File: src/rtl/tmds_decoder_pkg.sv
// Shared TMDS definitions: control tokens, lock-state encoding and popcount helper.
// Used by tmds_decoder and tmds_encoder.
package tmds_pkg;

  localparam logic [9:0] CTRL_TOKEN_00 = 10'b1101010100;
  localparam logic [9:0] CTRL_TOKEN_01 = 10'b0010101011;
  localparam logic [9:0] CTRL_TOKEN_10 = 10'b0101010100;
  localparam logic [9:0] CTRL_TOKEN_11 = 10'b1010101011;

  typedef enum logic [1:0] {
    UNLOCKED = 2'd0,
    ACQUIRE  = 2'd1,
    LOCKED   = 2'd2
  } lock_state_t;

  function automatic logic [3:0] popcount8(input logic [7:0] v);
    logic [3:0] n;
    n = '0;
    for (int unsigned i = 0; i < 8; i++) n = n + {3'b000, v[i]};
    return n;
  endfunction

endpackage

File: src/rtl/tmds_decoder_symbol_decode.sv
// Combinational TMDS character decode: control-token match, data recovery and
// check of the encoder's XOR/XNOR transition choice.
module tmds_symbol_decode
  import tmds_pkg::*;
(
  input  logic [9:0] i_tmds,
  output logic [7:0] o_q,
  output logic       o_ve,
  output logic [1:0] o_control,
  output logic       o_choice_err
);

  logic [7:0] w_d;
  logic [7:0] w_q;
  logic [3:0] w_n;
  logic       w_xnor;

  always_comb begin
    w_d    = i_tmds[9] ? ~i_tmds[7:0] : i_tmds[7:0];
    w_q    = '0;
    w_q[0] = w_d[0];
    for (int unsigned i = 1; i < 8; i++)
      w_q[i] = i_tmds[8] ? (w_d[i] ^ w_d[i-1]) : ~(w_d[i] ^ w_d[i-1]);
    w_n    = popcount8(w_q);
    // the encoder picks XNOR on this condition and then sends bit 8 low
    w_xnor = (w_n > 4'd4) || ((w_n == 4'd4) && !w_q[0]);

    o_q          = w_q;
    o_ve         = 1'b1;
    o_control    = '0;
    o_choice_err = (i_tmds[8] == w_xnor);
    case (i_tmds)
      CTRL_TOKEN_00: begin o_ve = 1'b0; o_control = 2'b00; end
      CTRL_TOKEN_01: begin o_ve = 1'b0; o_control = 2'b01; end
      CTRL_TOKEN_10: begin o_ve = 1'b0; o_control = 2'b10; end
      CTRL_TOKEN_11: begin o_ve = 1'b0; o_control = 2'b11; end
      default: ;
    endcase
    if (!o_ve) begin
      o_q          = '0;
      o_choice_err = 1'b0;
    end
  end

endmodule

File: src/rtl/tmds_decoder.sv
// TMDS receive decoder: 2-stage pipeline, symbol error detection, lock FSM and
// saturating error counter. Define TMDS_DECODER_DISPARITY_CHECK_EN to also check bit 9.
module tmds_decoder
  import tmds_pkg::*;
#(
  parameter int unsigned LOCK_COUNT = 8,
  parameter int unsigned ERR_LIMIT  = 4,
  parameter int unsigned ERR_CNT_W  = 16
) (
  input  logic                 clk_in,
  input  logic                 rst_in,
  input  logic                 valid_in,
  input  logic [9:0]           tmds_in,
  output logic                 valid_out,
  output logic [7:0]           data_out,
  output logic [1:0]           control_out,
  output logic                 ve_out,
  output logic                 symbol_err_out,
  output logic                 locked_out,
  output logic [ERR_CNT_W-1:0] err_count_out
);

  localparam int unsigned RUN_W = $clog2(LOCK_COUNT + 1);
  localparam int unsigned ERR_W = $clog2(ERR_LIMIT + 1);

  logic                 r_valid_s1;
  logic [9:0]           r_tmds_s1;
  logic                 r_valid_out;
  logic [7:0]           r_data;
  logic [1:0]           r_control;
  logic                 r_ve;
  logic                 r_sym_err;
  logic                 r_locked;
  logic [ERR_CNT_W-1:0] r_err_count;
  lock_state_t          r_state;
  logic [RUN_W-1:0]     r_run;
  logic [ERR_W-1:0]     r_err_run;

  logic [7:0]       w_q;
  logic             w_ve;
  logic [1:0]       w_control;
  logic             w_choice_err;
  logic             w_err;
  logic [RUN_W-1:0] w_run_inc;
  logic [ERR_W-1:0] w_err_inc;

  always_ff @(posedge clk_in or negedge rst_in) begin
    if (!rst_in) begin
      r_valid_s1 <= 1'b0;
      r_tmds_s1  <= '0;
    end else begin
      r_valid_s1 <= valid_in;
      if (valid_in) r_tmds_s1 <= tmds_in;
    end
  end

  tmds_symbol_decode u_symbol_decode (
    .i_tmds       (r_tmds_s1),
    .o_q          (w_q),
    .o_ve         (w_ve),
    .o_control    (w_control),
    .o_choice_err (w_choice_err)
  );

`ifdef TMDS_DECODER_DISPARITY_CHECK_EN
  logic [4:0] r_disp;
  logic [4:0] w_disp_next;
  logic [4:0] w_bal;
  logic [7:0] w_dm;
  logic [3:0] w_n1;
  logic       w_exp9;
  logic       w_disp_err;

  // Mirror of the encoder's running-disparity rule; bit 4 of r_disp is the sign.
  always_comb begin
    w_dm        = r_tmds_s1[9] ? ~r_tmds_s1[7:0] : r_tmds_s1[7:0];
    w_n1        = popcount8(w_dm);
    w_bal       = {w_n1, 1'b0} - 5'd8;
    w_exp9      = 1'b0;
    w_disp_next = r_disp;
    if ((r_disp == '0) || (w_n1 == 4'd4)) begin
      w_exp9      = ~r_tmds_s1[8];
      w_disp_next = r_tmds_s1[8] ? (r_disp + w_bal) : (r_disp - w_bal);
    end else if ((!r_disp[4] && (w_n1 > 4'd4)) || (r_disp[4] && (w_n1 < 4'd4))) begin
      w_exp9      = 1'b1;
      w_disp_next = r_disp + {3'b000, r_tmds_s1[8], 1'b0} - w_bal;
    end else begin
      w_exp9      = 1'b0;
      w_disp_next = r_disp - {3'b000, ~r_tmds_s1[8], 1'b0} + w_bal;
    end
    w_disp_err = w_ve && (w_exp9 != r_tmds_s1[9]);
  end

  always_ff @(posedge clk_in or negedge rst_in) begin
    if (!rst_in)         r_disp <= '0;
    else if (r_valid_s1) r_disp <= w_ve ? w_disp_next : '0;
  end

  assign w_err = w_choice_err | w_disp_err;
`else
  assign w_err = w_choice_err;
`endif

  always_ff @(posedge clk_in or negedge rst_in) begin
    if (!rst_in) begin
      r_valid_out <= 1'b0;
      r_data      <= '0;
      r_control   <= '0;
      r_ve        <= 1'b0;
      r_sym_err   <= 1'b0;
    end else begin
      r_valid_out <= r_valid_s1;
      r_sym_err   <= r_valid_s1 & w_err;
      if (r_valid_s1) begin
        r_ve   <= w_ve;
        r_data <= w_ve ? w_q : '0;
        if (!w_ve) r_control <= w_control;
      end
    end
  end

  assign w_run_inc = r_run + RUN_W'(1);
  assign w_err_inc = r_err_run + ERR_W'(1);

  // Lock FSM consumes the registered stage-2 character, so locked_out trails valid_out by one cycle.
  always_ff @(posedge clk_in or negedge rst_in) begin
    if (!rst_in) begin
      r_state   <= UNLOCKED;
      r_run     <= '0;
      r_err_run <= '0;
      r_locked  <= 1'b0;
    end else if (r_valid_out) begin
      case (r_state)
        UNLOCKED: begin
          if (!r_ve) begin
            r_run     <= RUN_W'(1);
            r_err_run <= '0;
            if (LOCK_COUNT <= 1) begin
              r_state  <= LOCKED;
              r_locked <= 1'b1;
            end else begin
              r_state <= ACQUIRE;
            end
          end
        end
        ACQUIRE: begin
          if (!r_ve) begin
            r_run <= w_run_inc;
            if (w_run_inc >= RUN_W'(LOCK_COUNT)) begin
              r_state   <= LOCKED;
              r_locked  <= 1'b1;
              r_err_run <= '0;
            end
          end else begin
            r_run   <= '0;
            r_state <= UNLOCKED;
          end
        end
        LOCKED: begin
          if (r_sym_err) begin
            if (w_err_inc >= ERR_W'(ERR_LIMIT)) begin
              r_state   <= UNLOCKED;
              r_locked  <= 1'b0;
              r_err_run <= '0;
              r_run     <= '0;
            end else begin
              r_err_run <= w_err_inc;
            end
          end else begin
            r_err_run <= '0;
          end
        end
        default: begin
          r_state  <= UNLOCKED;
          r_locked <= 1'b0;
        end
      endcase
    end
  end

  always_ff @(posedge clk_in or negedge rst_in) begin
    if (!rst_in)
      r_err_count <= '0;
    else if (r_valid_out && r_sym_err && (r_err_count != '1))
      r_err_count <= r_err_count + ERR_CNT_W'(1);
  end

  assign valid_out      = r_valid_out;
  assign data_out       = r_data;
  assign control_out    = r_control;
  assign ve_out         = r_ve;
  assign symbol_err_out = r_sym_err;
  assign locked_out     = r_locked;
  assign err_count_out  = r_err_count;

endmodule

File: config.mk
export PLATFORM = sky130hd
export DESIGN_NAME = tmds_decoder
export DESIGN_NICKNAME = d
export VERILOG_FILES = /design/src/rtl/tmds_decoder_pkg.sv /design/src/rtl/tmds_decoder_symbol_decode.sv /design/src/rtl/tmds_decoder.sv
export SDC_FILE = /design/constraint.sdc
export NUM_CORES = 1
export LEC_CHECK = 0
export ABC_AREA = 1
export BUFFER_PORTS_ARGS = -buffer_cell sky130_fd_sc_hd__buf_4
export CAP_MARGIN = 20
export CORE_MARGIN = 4
export CORE_UTILIZATION = 50
export CTS_CLUSTER_DIAMETER = 60
export CTS_CLUSTER_SIZE = 10
export DETAILED_ROUTE_END_ITERATION = 7
export HOLD_SLACK_MARGIN = 0.03
export PLACE_DENSITY_LB_ADDON = 0.25
export RECOVER_POWER = 50
export SYNTH_ARGS = -nofsm -noshare
export SYNTH_HDL_FRONTEND = slang
export SYNTH_SLANG_ARGS = --single-unit
File: constraint.sdc
create_clock -name clk_in -period 6.9 [get_ports clk_in]
set_clock_uncertainty 0.05 [all_clocks]
set_input_delay 2.07 -clock clk_in [delete_from_list [all_inputs] [get_ports clk_in]]
set_output_delay 2.07 -clock clk_in [all_outputs]
set_load 0.02 [all_outputs]
==> metrics.txt <==
violations in the final reports=capacitance limit, slew limit; Synth Flop Type=dfrtp_1; combinational group share of total power=between 30% and 40%; Worst Path Buf+Inv=1; DRT iter0 DRCs=131; setup violators final=0; pin count of the biggest net entering global routing=51; status=finished with violations; P&R area growth vs syn=15.5%; total grt overflow=0; Root Driver=clkbuf_8; Pint=0.544 mW; num rows=27; number of flops mapped to enable cells by yosys=0; Mapped Area=roughly 2900 µm²; most common library cells after synthesis=152 x nand2_1, 50 x dfrtp_1, 43 x inv_1, 29 x nor2_1, 29 x o21ai_0; CP startpoint kind=primary input; Final GP Congestion=0.865; Worst EP arrival=3.94 ns; Post-synth ARST share=100%; Min Clock Period, post-route=4.15 ns; Tot GR Track Use=17.5%; pre-CTS WS=3.30 ns; register clock-pin slew on the reported worst setup and hold paths=0.09 ns; Syn Inst Count=382; Final Hold Violating Endpoints=0; worst path cell trace=clkbuf_1; vias in the first global route=2344; Num CTS Buffers=5; Pleak=between 1.5 and 2 nW; worst slew pin tran=2.64 ns; final hold slack=roughly 0.44 ns; NumNets Final=452; Die Width=83.7 µm; worst skew pair latency=~0.30 ns; RSZ-0062 raised after global routing=false; overall power=0.881 mW; Final ANT Viol Nets=0; setup TNS=0 ns; Final Core Density=approximately three fifths; fin. max-slew vios=a little over 50; synth unique cells=27; max_cap viols=1; routed vias=about 2500; Crit path max-delay family=buffers and inverters; synthesized flop and latch total=50; Avg Inst Size Synth=~7.5 µm²; most numerous cell in the Yosys netlist=nand2_1; top cells by area, synth=dfrtp_1 44%, nand2_1 20%, inv_1 5.6%; WS Path Type=primary input to async pin; WL final=between 5000 and 6000 µm; clock network fraction of total power=19.8%; top cell type's share of synthesized area=43.7%; Seq. cell area=roughly 1300 µm²; Setup WS post-layout=approximately 2.8 ns; Max-slew headroom=-76.2%; CTS tree=yes; setup bufs post-CTS=0; Die H=83.7 µm; I/O Pins=43; CP Max Fanout=50; switching share of power=38.3%; drt drc=0; Seq/Total Area, Yosys=43.7%; Critical Path RT=approximately 6.7 ns; hpwl dp=4470 µm; Seq pwr share=42.7%; IO Port Bufs=42; Psw=0.337 mW; Power Dens Cells=266 nW/µm²; Synth area leader=dfrtp_1; IR drop worst, VDD=157 µV; Crit. End Element=async pin; post-cts hold buffer count=0; core area=around 5500 µm²; initial antenna violation count=0; Max Clk Rate=0.241 GHz; first-pass GRT wire length=10300 µm; Vias/cell=4.91; WL per Instance=11.8 µm; Sink Count=50; Multi-input gate area=1390 µm²; worst hold path type=register to register; drt first pass iters=5; Synth Warn #=0; CTS Buffer Depth=2; share of post-route cells with drive strength above 1=12.6%; Syn Nets=around 410; Starting Density=roughly 52%; die footprint=7000 µm²; Worst path slowest cell=clkbuf_1; Fillers=536; Resized cells post-CTS=0; period utilisation layout=60.1%; max incr delay on CP=1.84 ns; # diodes=0; H-tree depth=2
[sequential cells by signal, summed over array words and instances (netlist names)]
register and count:
ve_out 1, r_tmds_s1 10, valid_out 1, control_out 2, r_run 4, r_state 2
r_valid_s1 1, r_err_run 3, locked_out 1, data_out 8, symbol_err_out 1, err_count_out 16
[per-stage QoR]
| step | std cells | area [µm²] |
|---|---|---|
| floorplan | 382 | 2860 |
| global placement | 492 | 3240 |
| detailed placement | 492 | 3240 |
| CTS | 500 | 3330 |
| global route | 500 | 3310 |
| finish | 500 | 3310 |
[layout make-up]
class	count	area share, %
clock buffer	7	2.61
clock inverter	1	0.151
inverter	47	5.37
multi-input combinational	281	42.0
sequential	50	37.8
tap	72	2.72
timing repair buffer	42	9.31
[power groups by stage]
stage | Sequential, mW | Combinational [mW] | Clock [mW]
2_1_floorplan | 0.400 | 0.216 | 0
3_3_place_gp | 0.381 | 0.322 | 0
3_5_place_dp | 0.383 | 0.334 | 0
4_1_cts | 0.377 | 0.338 | 0.179
5_1_grt | 0.383 | 0.381 | 0.193
6_report | 0.376 | 0.331 | 0.174
[placed cells by master, fill, tap and decap left out, drive strengths merged]
cell type,count
a21oi,2
buf,40
clkbuf,9
clkinv,3
clkinvlp,1
dfrtp,50
fa,4
ha,8
inv,44
mux2,1
nand2,156
nand3,21
nand3b,2
nand4,8
nor2,30
nor3,2
o21a,1
o21ai,29
o22a,1
or2,2
xnor2,7
xor2,7
[logic make-up (layout without fill, tap and decap cells)]
group                    Yosys count  count (layout)  share of synthesized area (%)
AO/OA/AOI/OAI                     33              33                           5.99
XOR/XNOR                          14              14                           4.28
adder cells (fa/ha/maj)           12              12                           6.29
buffers and inverters             51              97                           7.30
flip-flops                        50              50                           43.7
multiplexers                       1               1                          0.393
AND/OR/NAND/NOR                  221             221                           32.1
[final timing paths]
path	end	slack (ns)	cells past startpoint	start
setup / recovery	r_tmds_s1[6]	2.75	1	rst_in
hold / removal	r_err_run[1]	0.44	2	r_err_run[1]
setup reg to reg	symbol_err_out	3.26	16	r_tmds_s1[8]
hold reg to reg	r_err_run[1]	0.44	2	r_err_run[1]
max in group clk_in	symbol_err_out	3.26	16	r_tmds_s1[8]
min in group asynchronous	err_count_out[15]	2.54	1	rst_in
[routing by layer]
metal	global-route usage (%)	routed length, µm
met1	22.5	2740
met2	29.6	2840
met3	4.05	233
met4	5.12	65
met5	0	0
No activity file was read; power rests on OpenSTA's default activity.
